--- config.mk ---
export PLATFORM = sky130hd
export DESIGN_NAME = mips_step_ctrl
export DESIGN_NICKNAME = d
export VERILOG_FILES = /design/src/rtl/mips_step_ctrl.sv
export SDC_FILE = /design/constraint.sdc
export NUM_CORES = 1
export LEC_CHECK = 0
export ABC_AREA = 1
export ABC_CLOCK_PERIOD_IN_PS = 8200
export BUFFER_PORTS_ARGS = -buffer_cell sky130_fd_sc_hd__buf_2
export CORE_MARGIN = 2
export CORE_UTILIZATION = 60
export CTS_BUF_LIST = sky130_fd_sc_hd__clkbuf_4
export DETAILED_ROUTE_END_ITERATION = 8
export PLACE_DENSITY = 0.78
export REMOVE_ABC_BUFFERS = 1
export SYNTH_ARGS = -nofsm -noshare
export SYNTH_HDL_FRONTEND = slang
export SYNTH_SLANG_ARGS = --single-unit
--- constraint.sdc ---
create_clock -name CLK -period 8.2 [get_ports CLK]
set_clock_uncertainty 0.15 [all_clocks]
set_input_delay 0.41 -clock CLK [delete_from_list [all_inputs] [get_ports CLK]]
set_output_delay 0.41 -clock CLK [all_outputs]
set_load 0.01 [all_outputs]
--- src/rtl/mips_step_ctrl.sv ---
// Execution controller for the single-cycle MIPS board build.
// Debounces the step / run-stop / count-clear buttons and issues one-cycle
// CPU clock-enable pulses in single-step, free-run and breakpoint-halt modes,
// while counting the enable pulses for the display selector.
module mips_step_ctrl #(
  parameter int unsigned DB_CYCLES = 500000,
  parameter int unsigned RUN_DIV   = 5000000,
  parameter int unsigned CNT_W     = 16
) (
  input  logic             CLK,
  input  logic             RST,
  input  logic [2:0]       btn_n,
  input  logic             bp_en,
  input  logic [7:0]       bp_addr,
  input  logic [31:0]      pc,
  output logic             cpu_en,
  output logic             run_mode,
  output logic             halted_bp,
  output logic [CNT_W-1:0] step_count,
  output logic [2:0]       btn_pulse
);

  localparam int unsigned DB_W  = (DB_CYCLES > 1) ? $clog2(DB_CYCLES) : 1;
  localparam int unsigned DIV_W = $clog2(RUN_DIV);
  localparam logic [DB_W-1:0]  DB_LAST  = DB_W'(DB_CYCLES - 1);
  localparam logic [DIV_W-1:0] DIV_LAST = DIV_W'(RUN_DIV - 1);

  typedef enum logic [1:0] {IDLE, RUN, BREAK} state_t;

  // ---------------------------------------------------------------- input path
  logic [2:0]            sync1, sync2;
  logic [2:0]            db_state;
  logic [2:0][DB_W-1:0]  db_cnt;

  // Two-stage synchronizer; idles at the released level so reset never
  // looks like a press.
  always_ff @(posedge CLK or posedge RST) begin
    if (RST) begin
      sync1 <= '1;
      sync2 <= '1;
    end else begin
      sync1 <= btn_n;
      sync2 <= sync1;
    end
  end

  // Per-button debounce: accept a new level after DB_CYCLES consecutive
  // differing samples; a 1->0 acceptance emits a one-cycle press pulse.
  always_ff @(posedge CLK or posedge RST) begin
    if (RST) begin
      db_state  <= '1;
      db_cnt    <= '0;
      btn_pulse <= '0;
    end else begin
      for (int unsigned i = 0; i < 3; i++) begin
        btn_pulse[i] <= 1'b0;
        if (sync2[i] == db_state[i]) begin
          db_cnt[i] <= '0;
        end else if (db_cnt[i] == DB_LAST) begin
          db_cnt[i]    <= '0;
          db_state[i]  <= sync2[i];
          btn_pulse[i] <= ~sync2[i];
        end else begin
          db_cnt[i] <= db_cnt[i] + DB_W'(1);
        end
      end
    end
  end

  // ---------------------------------------------------------------- control
  logic step_p, run_p, clr_p;
  assign step_p = btn_pulse[0];
  assign run_p  = btn_pulse[1];
  assign clr_p  = btn_pulse[2];

  state_t           state, state_nx;
  logic [DIV_W-1:0] div, div_nx;
  logic             skip_bp, skip_nx;
  logic             en_nx;
  logic             div_tc, bp_hit;

  assign div_tc = (div == DIV_LAST);
  assign bp_hit = bp_en && (pc[9:2] == bp_addr) && !skip_bp;

  // Only pc[9:2] participates in the breakpoint compare.
  logic unused_pc;
  assign unused_pc = ^{pc[31:10], pc[1:0]};

  // State and registered outputs; run_mode/halted_bp follow the next state
  // so they are flop outputs that always equal the current state.
  always_ff @(posedge CLK or posedge RST) begin
    if (RST) begin
      state      <= IDLE;
      div        <= '0;
      skip_bp    <= 1'b0;
      cpu_en     <= 1'b0;
      run_mode   <= 1'b0;
      halted_bp  <= 1'b0;
      step_count <= '0;
    end else begin
      state     <= state_nx;
      div       <= div_nx;
      skip_bp   <= skip_nx;
      cpu_en    <= en_nx;
      run_mode  <= (state_nx == RUN);
      halted_bp <= (state_nx == BREAK);
      if (clr_p)
        step_count <= '0;
      else if (cpu_en)
        step_count <= step_count + CNT_W'(1);
    end
  end

  // Next-state selection; run/stop always takes priority over step.
  always_comb begin
    state_nx = state;
    unique case (state)
      IDLE:    if (run_p) state_nx = RUN;
      RUN: begin
        if (run_p)
          state_nx = IDLE;
        else if (div_tc && bp_hit)
          state_nx = BREAK;
      end
      BREAK:   if (run_p) state_nx = RUN;
      default: state_nx = IDLE;
    endcase
  end

  // Enable pulse, rate divider and breakpoint-skip control.
  always_comb begin
    en_nx   = 1'b0;
    skip_nx = skip_bp;
    div_nx  = '0;
    unique case (state)
      IDLE: en_nx = step_p && !run_p;
      RUN: begin
        if (!run_p) begin
          div_nx = div_tc ? '0 : div + DIV_W'(1);
          if (div_tc && !bp_hit) begin
            en_nx   = 1'b1;
            skip_nx = 1'b0;
          end
        end
      end
      BREAK: begin
        en_nx = step_p && !run_p;
        if (run_p) skip_nx = 1'b1;
      end
      default: en_nx = 1'b0;
    endcase
  end

endmodule

After elaboration in Yosys (flattened, before gate mapping)
Cells that the tools add are included.

word-level totals
  register bits = 114
  bits of input ports = 46
  output and inout bits = 22
  logic and storage cells = 86

cells by class
  add/sub/neg operators = 5
  equal/unequal tests = 15
  mux-type cells = 28
  bitwise operators = 6
  reduce and logical (&&, ||, !) cells = 16

operators by type and width
  cell                                           number
  two-way mux 19 bit                             6
  two-way mux 23 bit                             3
  adder 19 x 1 -> 19 bit, second input constant  3
  == test 19 bit, second input constant          3
  two-way mux 16 bit                             2
  adder 23 x 1 -> 23 bit, second input constant  1
  == test 23 bit, second input constant          1
  adder 16 x 1 -> 16 bit, second input constant  1
  two-way mux 1 bit                              11
  == test 8 bit                                  1
  two-way mux 2 bit                              3
  != test 2 bit, second input constant           3
  inverter 1 bit                                 6
  AND reduction 2 bit                            3
  logical AND 1 bit                              5
  == test 2 x 1 -> 1 bit, second input constant  2
  == test 2 bit, second input constant           2
  one-hot mux 1 bit (2 select lines)             2
  one-hot mux 2 bit (2 select lines)             1
  AND reduction 4 bit                            1
  nonzero test 2 bit                             2
  == test 1 bit                                  3
  logical NOT 1 bit                              3
  logical NOT 2 bit                              1
  OR reduction 2 bit                             1

Logic depth before layout (Yosys ltp)
Gate-level depths: netlist of the first run.

  word-level depth = 8
  gate-level depth with buffers = 10
  depth with buffers taken out = 10

Worst setup path after synthesis of the first run
OpenSTA, ideal clock, no wires.

  path kind = flip-flop to flip-flop
  from = register div[0]
  to = register div[14]
  setup time = 0.118 ns
  arrival time = 1.373 ns
  data required time = 7.932 ns
  setup slack = 6.558 ns
  cell stages (with the launch flop) = 8
  buffers on the path = 1
  period minus slack after synthesis = 1.642 ns
  cells stage by stage = dfrtp_1 > ha_1 > nand3_2 > nor3_4 > nand4_2 > nand2_4 > buf_4 > nor2_1

on the way
  word-level cells in the longest chain between the ends = 4
  elaborated cells on any way between the ends = 5
  those cells by class = add/sub: 1; eq/ne: 1; mux: 3

ends and longest elaborated chain
  item                                                             RTL line  text
  start: declaration                                               77        logic [DIV_W-1:0] div, div_nx;
  start signal: assignment                                         102       div <= div_nx;
  adder 23 x 1 -> 23 bit / == test 23 bit (equally long branches)  139, 82
  two-way mux 23 bit *                                             139       div_nx = div_tc ? '0 : div + DIV_W'(1);
  two-way mux 23 bit *                                             138       if (!run_p) begin
  two-way mux 23 bit *                                             135       unique case (state)
  via div_nx[14]                                                   77

Mark *: on every way through the listed nets, which the timed path passes. The rest lies on a longest branch.
A chain may end at the register's enable or synchronous reset.

Worst setup path in the final report of the first run
  from = register db_cnt[38] (netlist name)
  to = register db_cnt[53] (netlist name)

on the way
  word-level cells in the longest chain between the ends = 3
  elaborated cells on any way between the ends = 4
  those cells by class = add/sub: 1; eq/ne: 1; mux: 2

ends and longest elaborated chain
  item                                                             RTL line  text
  start: declaration                                               33        logic [2:0][DB_W-1:0] db_cnt;
  start signal: indexed assignment                                 64        db_cnt[i] <= db_cnt[i] + DB_W'(1);
  adder 19 x 1 -> 19 bit / == test 19 bit (equally long branches)  64, 59
  two-way mux 19 bit *                                             59        end else if (db_cnt[i] == DB_LAST) begin
  two-way mux 19 bit *                                             57        if (sync2[i] == db_state[i]) begin

Every way passes the cells marked *; elsewhere a longest branch is shown, timed or not.

==> flow_metrics.env, run 1 <==
export IMPL_via_count=5495
export IMPL_cts_buffers=17
export IMPL_hold_viol_final=0
export IMPL_clock_sinks=114
export IMPL_wl_um=13200
export IMPL_status="finished, final reports clean"
export IMPL_synth_cell_type_count=37
export IMPL_dieArea_mm2=0.0112
export IMPL_fin_setup_tns_ns=0
export IMPL_p_total_mw=1.09
export IMPL_peakVddDrop_v=0.000165
export IMPL_rrSetupSlack_ns=6.22
export IMPL_layout_nets=942
export IMPL_required_ns=8.47
export IMPL_via_per_inst=5.28
export IMPL_htree_num_levels=4
export IMPL_clockBufferDepth=2
export IMPL_ys_seq_area_frac=0.459
export IMPL_grt_setup_unrepaired="no"
export IMPL_setup_viol=0
export IMPL_rows=37
export IMPL_diodes=0
export IMPL_area_delta_synth_final_pct=12.1
export IMPL_track_usage=0.254
export IMPL_r2r_cells=6
export IMPL_hold_path_class="in -> reg"
export IMPL_gp_congestion=0.885
export IMPL_cts_root_buffer="clkbuf_4"
export IMPL_coreArea_mm2=0.0102
export IMPL_drc=0
export IMPL_grt_pass1_wl_um=22900
export IMPL_hold_path_end="halted_bp"
export IMPL_slew_headroom=0.489
export IMPL_portBuffers=43
export IMPL_synth_edf_count=0
export IMPL_max_stage_delay_ns=0.39
export IMPL_synthFlopType="dfrtp_1"
export IMPL_regToRegStartpoint="db_cnt[38]"
export IMPL_critPathMaxFanout=10
export IMPL_path_cells="ha_1 > nand2_1 > nor2_1 > nand4_1 > nand2_1 > nor3_1"
export IMPL_avgSynthCellArea_um2=7.55
export IMPL_ys_seq_elements=114
export IMPL_fin_crit_sh=0.241
export IMPL_drtIter0Drc=330
export IMPL_dr_pass1_iters=5
export IMPL_crit_type="reg -> reg"
export IMPL_io_pins=68
export IMPL_worstHoldStart="pc[8]"
export IMPL_post_dp_hpwl_um=9560
export IMPL_synth_cells=827
export IMPL_worst_setup_path_end_kind="flop"
export IMPL_crit_top_cell="nand2_1"
export IMPL_arrival_ns=2.25
export IMPL_yosysWarnings=0
export IMPL_drive_above_1_share=0.118
export IMPL_min_period_ns=1.98
export IMPL_r2r_end="db_cnt[53]"
export IMPL_cts_resized_gates=0
export IMPL_start_util=0.610
export IMPL_grt_max_degree=65
export IMPL_start_kind="flop"
export IMPL_hold_depth=6
export IMPL_netlist_area_mm2=0.00624
export IMPL_slowest_stage="dfrtp_1"
export IMPL_worst_slew_pin_slew_ns=0.767
export IMPL_clk_latency_ns=0.55
export IMPL_async_flop_share=1.00
export IMPL_overflow=0
export IMPL_dieHeight_um=106
export IMPL_fmax_ghz=0.505
export IMPL_antenna_found_initial=0
export IMPL_clkTransAtPathRegs_ns=0.11
export IMPL_cts_tree="built"
export IMPL_grt_pass1_vias=5424
export IMPL_drt_wirelength_per_cell_um=12.7
export IMPL_drv_slew=0
export IMPL_ant_nets=0
export IMPL_p_leak_nw=3.14
export IMPL_die_w_um=106
export IMPL_power_per_cell_area_mw_per_mm2=156
export IMPL_maxCapViolCount=0
## area by class of cell
class                      count  area [µm²]
clock buffer                  17         128
tap                          136         170
sequential                   114        2860
fill                         842        3240
clock inverter                15         208
timing repair buffer          48         263
inverter                     130         492
multi-input combinational    580        2870
## through the flow
| stage | util | instance area (µm²) | instances | setup WS [ns] | hold slack, ns |
|---|---|---|---|---|---|
| 6_report | 0.684 | 7000 | 1040 | 6.22 | 0.180 |
| 5_1_grt | 0.684 | 7000 | 1040 | 6.05 | 0.215 |
| 4_1_cts | 0.684 | 7000 | 1040 | 6.24 | 0.155 |
| 3_5_place_dp | 0.647 | 6620 | 1004 | 6.24 | 0.197 |
| 3_3_place_gp | 0.647 | 6620 | 1004 | 6.27 | 0.197 |
| 2_1_floorplan | - | 6220 | 824 | 4.64 | 0.195 |
## per-layer routing
metal,vias to the layer above,track usage,part of all wire
met2,128,0.444,0.50
met4,0,0.106,0.015
met3,18,0.0570,0.046
li1,2776,-,-
met5,-,0,0
met1,2573,0.303,0.44
## synthesized netlist by cell type, types with 2 or more instances
master      n  area, µm²
clkbuf_1    2       7.51
ha_1        5       62.6
o21ai_0    18       90.1
inv_1     125        469
nor4_1      3       18.8
a21oi_1    20        100
nor3_1     53        265
nand2_2     3       18.8
nor3_2      3       30.0
nand3_1    45        225
nor2_1    166        623
dfstp_2     9        236
dfrtp_1   105       2630
xnor2_1    10       87.6
nand3b_1    2       15.0
nand2_1   160        601
o21ai_1     2       10.0
inv_2       2       7.51
nand3_2     2       20.0
clkinv_1    2       7.51
nor2_2      2       12.5
xor2_1     30        263
nor3_4      2       32.5
nand4_1    34        213
nor3b_1     8       60.1
a31oi_1     3       18.8
## cells by family (layout without fill, tap and decap cells)
family                   after synthesis  count (layout)  share of synthesized area
AND/OR/NAND/NOR                      489             489                      0.355
buffers and inverters                133             210                     0.0808
flip-flops                           114             114                      0.459
AO/OA/AOI/OAI                         46              46                     0.0391
XOR/XNOR                              40              40                     0.0561
adder cells (fa/ha/maj)                5               5                     0.0100
## sequential cells by signal, summed over array words and instances, names as in the netlist
signal      flops
sync1           3
sync2           3
skip_bp         1
step_count     16
run_mode        1
cpu_en          1
btn_pulse       3
db_state        3
db_cnt         57
halted_bp       1
state           2
div            23
## report_power, final
part | total, mW | internal [mW] | switching, mW
registers | 0.572 | 0.568 | 0.00362
logic | 0.0399 | 0.0126 | 0.0273
clock network | 0.479 | 0.245 | 0.234
total | 1.09 | 0.825 | 0.265
## worst max-delay path by stage
stage | from | slack [ns] | cells past startpoint | to
final | db_cnt[38] | 6.22 | 6 | db_cnt[53]
after CTS | db_cnt[0] | 6.24 | 6 | db_cnt[8]
after detailed placement | RST | 6.24 | 3 | db_cnt[40]
after global routing | db_cnt[0] | 6.05 | 6 | db_cnt[8]
after floorplan | RST | 4.64 | 1 | btn_pulse[0]
after global placement | RST | 6.27 | 3 | db_cnt[40]
## worst max-delay path, delay by kind of cell, from the launching register on
kind / cells / cell delay, ns
fa+ha+maj: 1 / 0.27
flops: 1 / 0.39
simple gates: 5 / 1.05
## placed cells by master (no fill, tap or decap), types with 4 or more instances in the layout
cell	n
nand2_1	160
nor2_1	166
bufinv_16	4
nor3b_1	8
dlygate4sd3_1	4
buf_2	43
o21ai_0	18
inv_1	124
xnor2_1	10
dfstp_2	9
clkinvlp_4	4
dfrtp_1	105
ha_1	5
clkbuf_4	17
nor3_1	53
a21oi_1	20
xor2_1	30
nand3_1	45
nand4_1	34
## repair_timing
item,CTS,global route
setup buffers,0,0
endpoints found under the hold margin,57,0
hold buffers,4,0
(Power assumes the default switching activity.)
==> inputs of run 2 (changes only) <==
ABC_CLOCK_PERIOD_IN_PS = 1800   (was 8200)
CORE_UTILIZATION = 55   (was 60)
PLACE_DENSITY = 0.75   (was 0.78)
clock period = 1.8 ns   (was 8.2 ns; I/O delays follow)
==> run 2 against run 1 <==
  * Flip-flop and latch count is the same
  * Combinational power grew to 6.8 times the previous value
  * Non-clock buffer count grew 63
  * Worst setup slack lost 6.2 ns
  * Highest routed layer unchanged
==> flow_metrics.env, run 2 (same netlist as run 1, synthesis figures left out) <==
export IMPL_start_kind="primary input"
export IMPL_io_pins=68
export IMPL_portBuffers=43
export IMPL_slew_headroom=0.635
export IMPL_dieArea_mm2=0.0122
export IMPL_dr_pass1_iters=5
export IMPL_drt_wirelength_per_cell_um=13.6
export IMPL_r2r_end="div[14]"
export IMPL_worst_setup_path_end_kind="flop"
export IMPL_ant_nets=0
export IMPL_overflow=0
export IMPL_crit_type="in -> reg"
export IMPL_worst_slew_pin_slew_ns=0.543
export IMPL_clockPowerShare=0.367
export IMPL_gp_congestion=0.933
export IMPL_drtIter0Drc=480
export IMPL_path_cells="dlygate4sd3_1 > buf_2 > xnor2_1 > dlygate4sd3_1 > and2_1 > nand3_1 > o21ai_2 > nand2_1"
export IMPL_final_cells=1108
export IMPL_r2r_cells=8
export IMPL_diodes=0
export IMPL_hold_path_class="in -> reg"
export IMPL_required_ns=2.06
export IMPL_cts_root_buffer="clkbuf_4"
export IMPL_rows=38
export IMPL_via_count=5910
export IMPL_peakVddDrop_v=0.000587
export IMPL_max_stage_delay_ns=0.62
export IMPL_htree_num_levels=4
export IMPL_dieHeight_um=111
export IMPL_crit_end="run_mode"
export IMPL_crit_buf_inv=3
export IMPL_cts_buffers=17
export IMPL_clockBufferDepth=2
export IMPL_p_comb_frac=0.060
export IMPL_dp_cells=1033
export IMPL_p_int_mw=3.44
export IMPL_start_util=0.571
export IMPL_final_cell_area_mm2=0.00762
export IMPL_cts_tree="built"
export IMPL_largest_reg_flops=57
export IMPL_post_dp_hpwl_um=10000
export IMPL_slowest_stage="dlygate4sd3_1"
export IMPL_largest_register="db_cnt"
export IMPL_place_area_mm2=0.00685
export IMPL_wl_um=15100
export IMPL_rrSetupSlack_ns=0.04
export IMPL_regToRegStartpoint="div[0]"
export IMPL_clk_latency_ns=0.53
export IMPL_hold_viol_final=0
export IMPL_power_switching_mw=1.10
export IMPL_antenna_found_initial=0
export IMPL_grt_setup_unrepaired="yes"
export IMPL_grt_pass1_wl_um=25500
export IMPL_clkTransAtPathRegs_ns=0.09
export IMPL_maxCapViolCount=0
export IMPL_fin_crit_sh=0.993
export IMPL_status="finished, final reports clean"
export IMPL_drive_above_1_share=0.169
export IMPL_area_delta_synth_final_pct=22.1
export IMPL_reg_top3="db_cnt x57, div x23, step_count x16"
export IMPL_sequentialPowerShare=0.574
export IMPL_path_delay_family="buffers and inverters"
export IMPL_arrival_ns=2.04
export IMPL_startpoint="pc[6]"
export IMPL_clock_sinks=114
export IMPL_via_per_inst=5.33
export IMPL_crit_top_cell="dlygate4sd3_1"
export IMPL_die_w_um=111
export IMPL_p_leak_nw=3.44
export IMPL_setup_viol=0
export IMPL_swShare=0.243
export IMPL_fmax_ghz=0.559
export IMPL_coreArea_mm2=0.0109
export IMPL_critPathMaxFanout=2
export IMPL_cp_depth=8
export IMPL_power_per_cell_area_mw_per_mm2=596
export IMPL_drv_slew=0
export IMPL_track_usage=0.251
export IMPL_grt_max_degree=37
export IMPL_layout_nets=1006
export IMPL_drc=0
export IMPL_post_route_util=0.696
export IMPL_grt_pass1_vias=5745
export IMPL_min_period_ns=1.79
export IMPL_final_cell_mix="nand2_1 (157), nor2_1 (157), inv_1 (124), dfrtp_1 (103), nor3_1 (50)"
==> run 2: final cells by class <==
type / instances / area, µm²
inverters: 130 / 492
flip-flops and latches: 114 / 2870
repair buffers: 111 / 857
fillers: 869 / 3320
well taps: 140 / 175
multi-input cells: 581 / 2990
clock inverters: 10 / 68.8
clock buffers: 22 / 165
==> run 2: stage by stage <==
| step | setup WS [ns] | total power, mW | hold WS, ns | TNS (ns) |
|---|---|---|---|---|
| 6_report | 0.0119 | 4.54 | 0.0711 | 0 |
| 3_5_place_dp | 0.0205 | 2.86 | 0.000981 | 0 |
| 2_1_floorplan | -1.44 | 2.76 | -0.0555 | -157.08 |
| 3_3_place_gp | 0.0781 | 2.85 | -0.00422 | 0 |
| 4_1_cts | 0.00531 | 4.57 | 0.0230 | 0 |
| 5_1_grt | -0.0359 | 4.74 | 0.0142 | -0.270 |
==> run 2: how the worst min path moves through the flow <==
stage          startpoint    endpoint  slack [ns]  depth (start not counted)
6_report         btn_n[0]    sync1[0]        0.07                          2
5_1_grt          btn_n[0]    sync1[0]        0.01                          2
4_1_cts          btn_n[0]    sync1[0]        0.02                          2
3_5_place_dp          RST  db_cnt[55]       0.001                          2
3_3_place_gp          RST  db_cnt[55]      -0.004                          2
2_1_floorplan    btn_n[0]    sync1[0]       -0.06                          0
==> run 2: routing by layer <==
layer | vias to the layer above | wire length, µm | global-route usage
met1 | 2768 | 6420 | 0.316
met4 | 0 | 335 | 0.0992
met3 | 38 | 936 | 0.0670
li1 | 2888 | - | -
met5 | - | 0 | 0
met2 | 216 | 7380 | 0.412
==> run 2: power groups by stage <==
stage	clock network, mW	registers [mW]	logic, mW
6_report	1.67	2.61	0.271
2_1_floorplan	0	2.65	0.114
3_3_place_gp	0	2.65	0.198
5_1_grt	1.83	2.61	0.304
4_1_cts	1.71	2.61	0.259
3_5_place_dp	0	2.65	0.203
==> run 2: what timing repair did <==
action / 4_1_cts / 5_1_grt
hold buffers: 30 / 0
hold endpoints to repair: 123 / 0
setup buffers: 0 / 15
resized for setup: 1 / 35
setup endpoints to repair: 1 / 49
pin swaps: 0 / 12
cloned: 0 / 1
==> inputs of run 3 (changes only) <==
CORE_ASPECT_RATIO = 1.5   (was not set)
==> run 3 against run 2 <==
  * Wire length grew 0.94%
  * Power up 8.5%
  * Register-to-register slack worse by 0.03 ns
  * Sequential power is essentially flat
  * Critical path depth rose by 1
  * Largest power group unchanged
  * Cell count is the same
==> flow_metrics.env, run 3 (same netlist as run 1, synthesis figures left out) <==
export IMPL_post_dp_hpwl_um=10900
export IMPL_worst_setup_path_end_kind="flop"
export IMPL_dieHeight_um=134
export IMPL_regArea_mm2=0.00286
export IMPL_wl_um=15200
export IMPL_clk_latency_ns=0.55
export IMPL_path_delay_family="simple AND/OR/NAND/NOR gates"
export IMPL_p_int_mw=3.79
export IMPL_hold_path_class="in -> reg"
export IMPL_drc=0
export IMPL_clock_sinks=114
export IMPL_cts_tree="built"
export IMPL_multi_input_area_mm2=0.00297
export IMPL_power_per_cell_area_mw_per_mm2=649
export IMPL_setup_viol=0
export IMPL_via_per_inst=5.31
export IMPL_dp_cells=1047
export IMPL_largest_register="db_cnt"
export IMPL_die_w_um=91.0
export IMPL_r2r_cells=9
export IMPL_mostFrequentLayoutCell="nor2_1"
export IMPL_drv_slew=0
export IMPL_clockBufferDepth=2
export IMPL_p_comb_frac=0.053
export IMPL_cts_root_buffer="clkbuf_4"
export IMPL_via_count=5879
export IMPL_post_route_util=0.687
export IMPL_fillers=908
export IMPL_hold_ws_ns=0.0247
export IMPL_layout_nets=998
export IMPL_sequentialPowerShare=0.528
export IMPL_fin_crit_sh=0.997
export IMPL_grt_pass1_wl_um=25400
export IMPL_largest_reg_flops=57
export IMPL_cts_buffers=17
export IMPL_gr_usage_met1=0.266
export IMPL_coreArea_mm2=0.0111
export IMPL_peakVddDrop_v=0.000461
export IMPL_overflow=0
export IMPL_gp_congestion=0.957
export IMPL_path_cells="ha_4 > nand3_4 > nor3_4 > nand2_2 > nor2_4 > nand2_2 > nand2_1 > nand2_1 > nor2_1"
export IMPL_max_stage_delay_ns=0.41
export IMPL_crit_type="reg -> reg"
export IMPL_power_switching_mw=1.14
export IMPL_cp_depth=9
export IMPL_busiest_layer="met2"
export IMPL_fin_setup_tns_ns=0
export IMPL_grt_met3_usage=0.0714
export IMPL_dp_slack_ns=0.0386
export IMPL_clockPowerShare=0.419
export IMPL_final_cell_mix="nor2_1 (160), nand2_1 (158), inv_1 (123), dfrtp_1 (105), nor3_1 (52)"
export IMPL_crit_buf_inv=0
export IMPL_final_cell_area_mm2=0.00760
export IMPL_slew_headroom=0.605
export IMPL_fmax_ghz=0.557
export IMPL_required_ns=2.11
export IMPL_p_total_mw=4.93
export IMPL_ant_nets=0
export IMPL_hold_depth=6
export IMPL_reg_top3="db_cnt x57, div x23, step_count x16"
export IMPL_place_area_mm2=0.00692
export IMPL_drt_wirelength_per_cell_um=13.7
export IMPL_portBuffers=43
export IMPL_grt_setup_unrepaired="yes"
export IMPL_swShare=0.231
export IMPL_start_kind="flop"
export IMPL_slowest_stage="dfrtp_1"
export IMPL_start_util=0.564
export IMPL_grt_pass1_vias=5905
export IMPL_io_pins=68
export IMPL_maxCapViolCount=0
export IMPL_clkTransAtPathRegs_ns=0.10
export IMPL_dr_pass1_iters=5
export IMPL_rows=47
export IMPL_critPathMaxFanout=4
export IMPL_p_leak_nw=3.44
export IMPL_drtIter0Drc=366
export IMPL_worst_slew_pin_slew_ns=0.592
export IMPL_area_delta_synth_final_pct=21.7
export IMPL_antenna_found_initial=1
export IMPL_fin_ws_ns=0.00518
export IMPL_hold_viol_final=0
export IMPL_track_usage=0.258
export IMPL_arrival_ns=2.11
export IMPL_grt_max_degree=46
export IMPL_status="finished, final reports clean"
export IMPL_htree_num_levels=4
export IMPL_final_cells=1108
export IMPL_grtUsageMet2=0.480
export IMPL_dieArea_mm2=0.0122
export IMPL_drive_above_1_share=0.165
export IMPL_min_period_ns=1.79
-- run 3: worst min-delay path, cell delays in order --
cell and delay (ns):
buf_2 0.10, xnor2_1 0.09, and2_1 0.16, nand3_1 0.10
o21ai_1 0.08, nand2_1 0.06
-- run 3: power groups by stage --
stage	clock (mW)	combinational [mW]	sequential, mW
after floorplan	0	0.114	2.65
after global placement	0	0.210	2.65
after detailed placement	0	0.219	2.65
after CTS	2.11	0.259	2.60
after global routing	2.24	0.294	2.61
final	2.06	0.261	2.60
-- run 3: timing repair --
item                                    CTS  global route
hold buffers                             22             0
buffers inserted                          0             6
gates resized for setup                   0            24
endpoints found under the hold margin   123             0
endpoints found under the setup margin    0            46
-- run 3: area by class of cell --
class	count	area share
multi-input cells	580	0.391
flip-flops and latches	114	0.377
repair buffers	104	0.102
inverters	130	0.0647
well taps	147	0.0242
clock inverters	14	0.0224
clock buffers	18	0.0178
diodes	1	0.000329
-- run 3: final timing paths --
check,start,slack [ns],end
worst max-delay path,div[1],0.005,div[22]
worst min-delay path,bp_addr[2],0.02,run_mode
min in group asynchronous,RST,0.03,step_count[4]
worst min register to register,sync1[0],0.21,sync2[0]
worst max register to register,div[1],0.005,div[22]
max in group asynchronous,RST,0.90,db_cnt[23]
-- run 3: metal layers --
layer	routed length, µm	up-vias	part of all wire
li1	-	2884	-
met1	5880	2778	0.39
met2	8240	168	0.54
met3	671	49	0.044
met4	424	0	0.028
met5	0	-	0
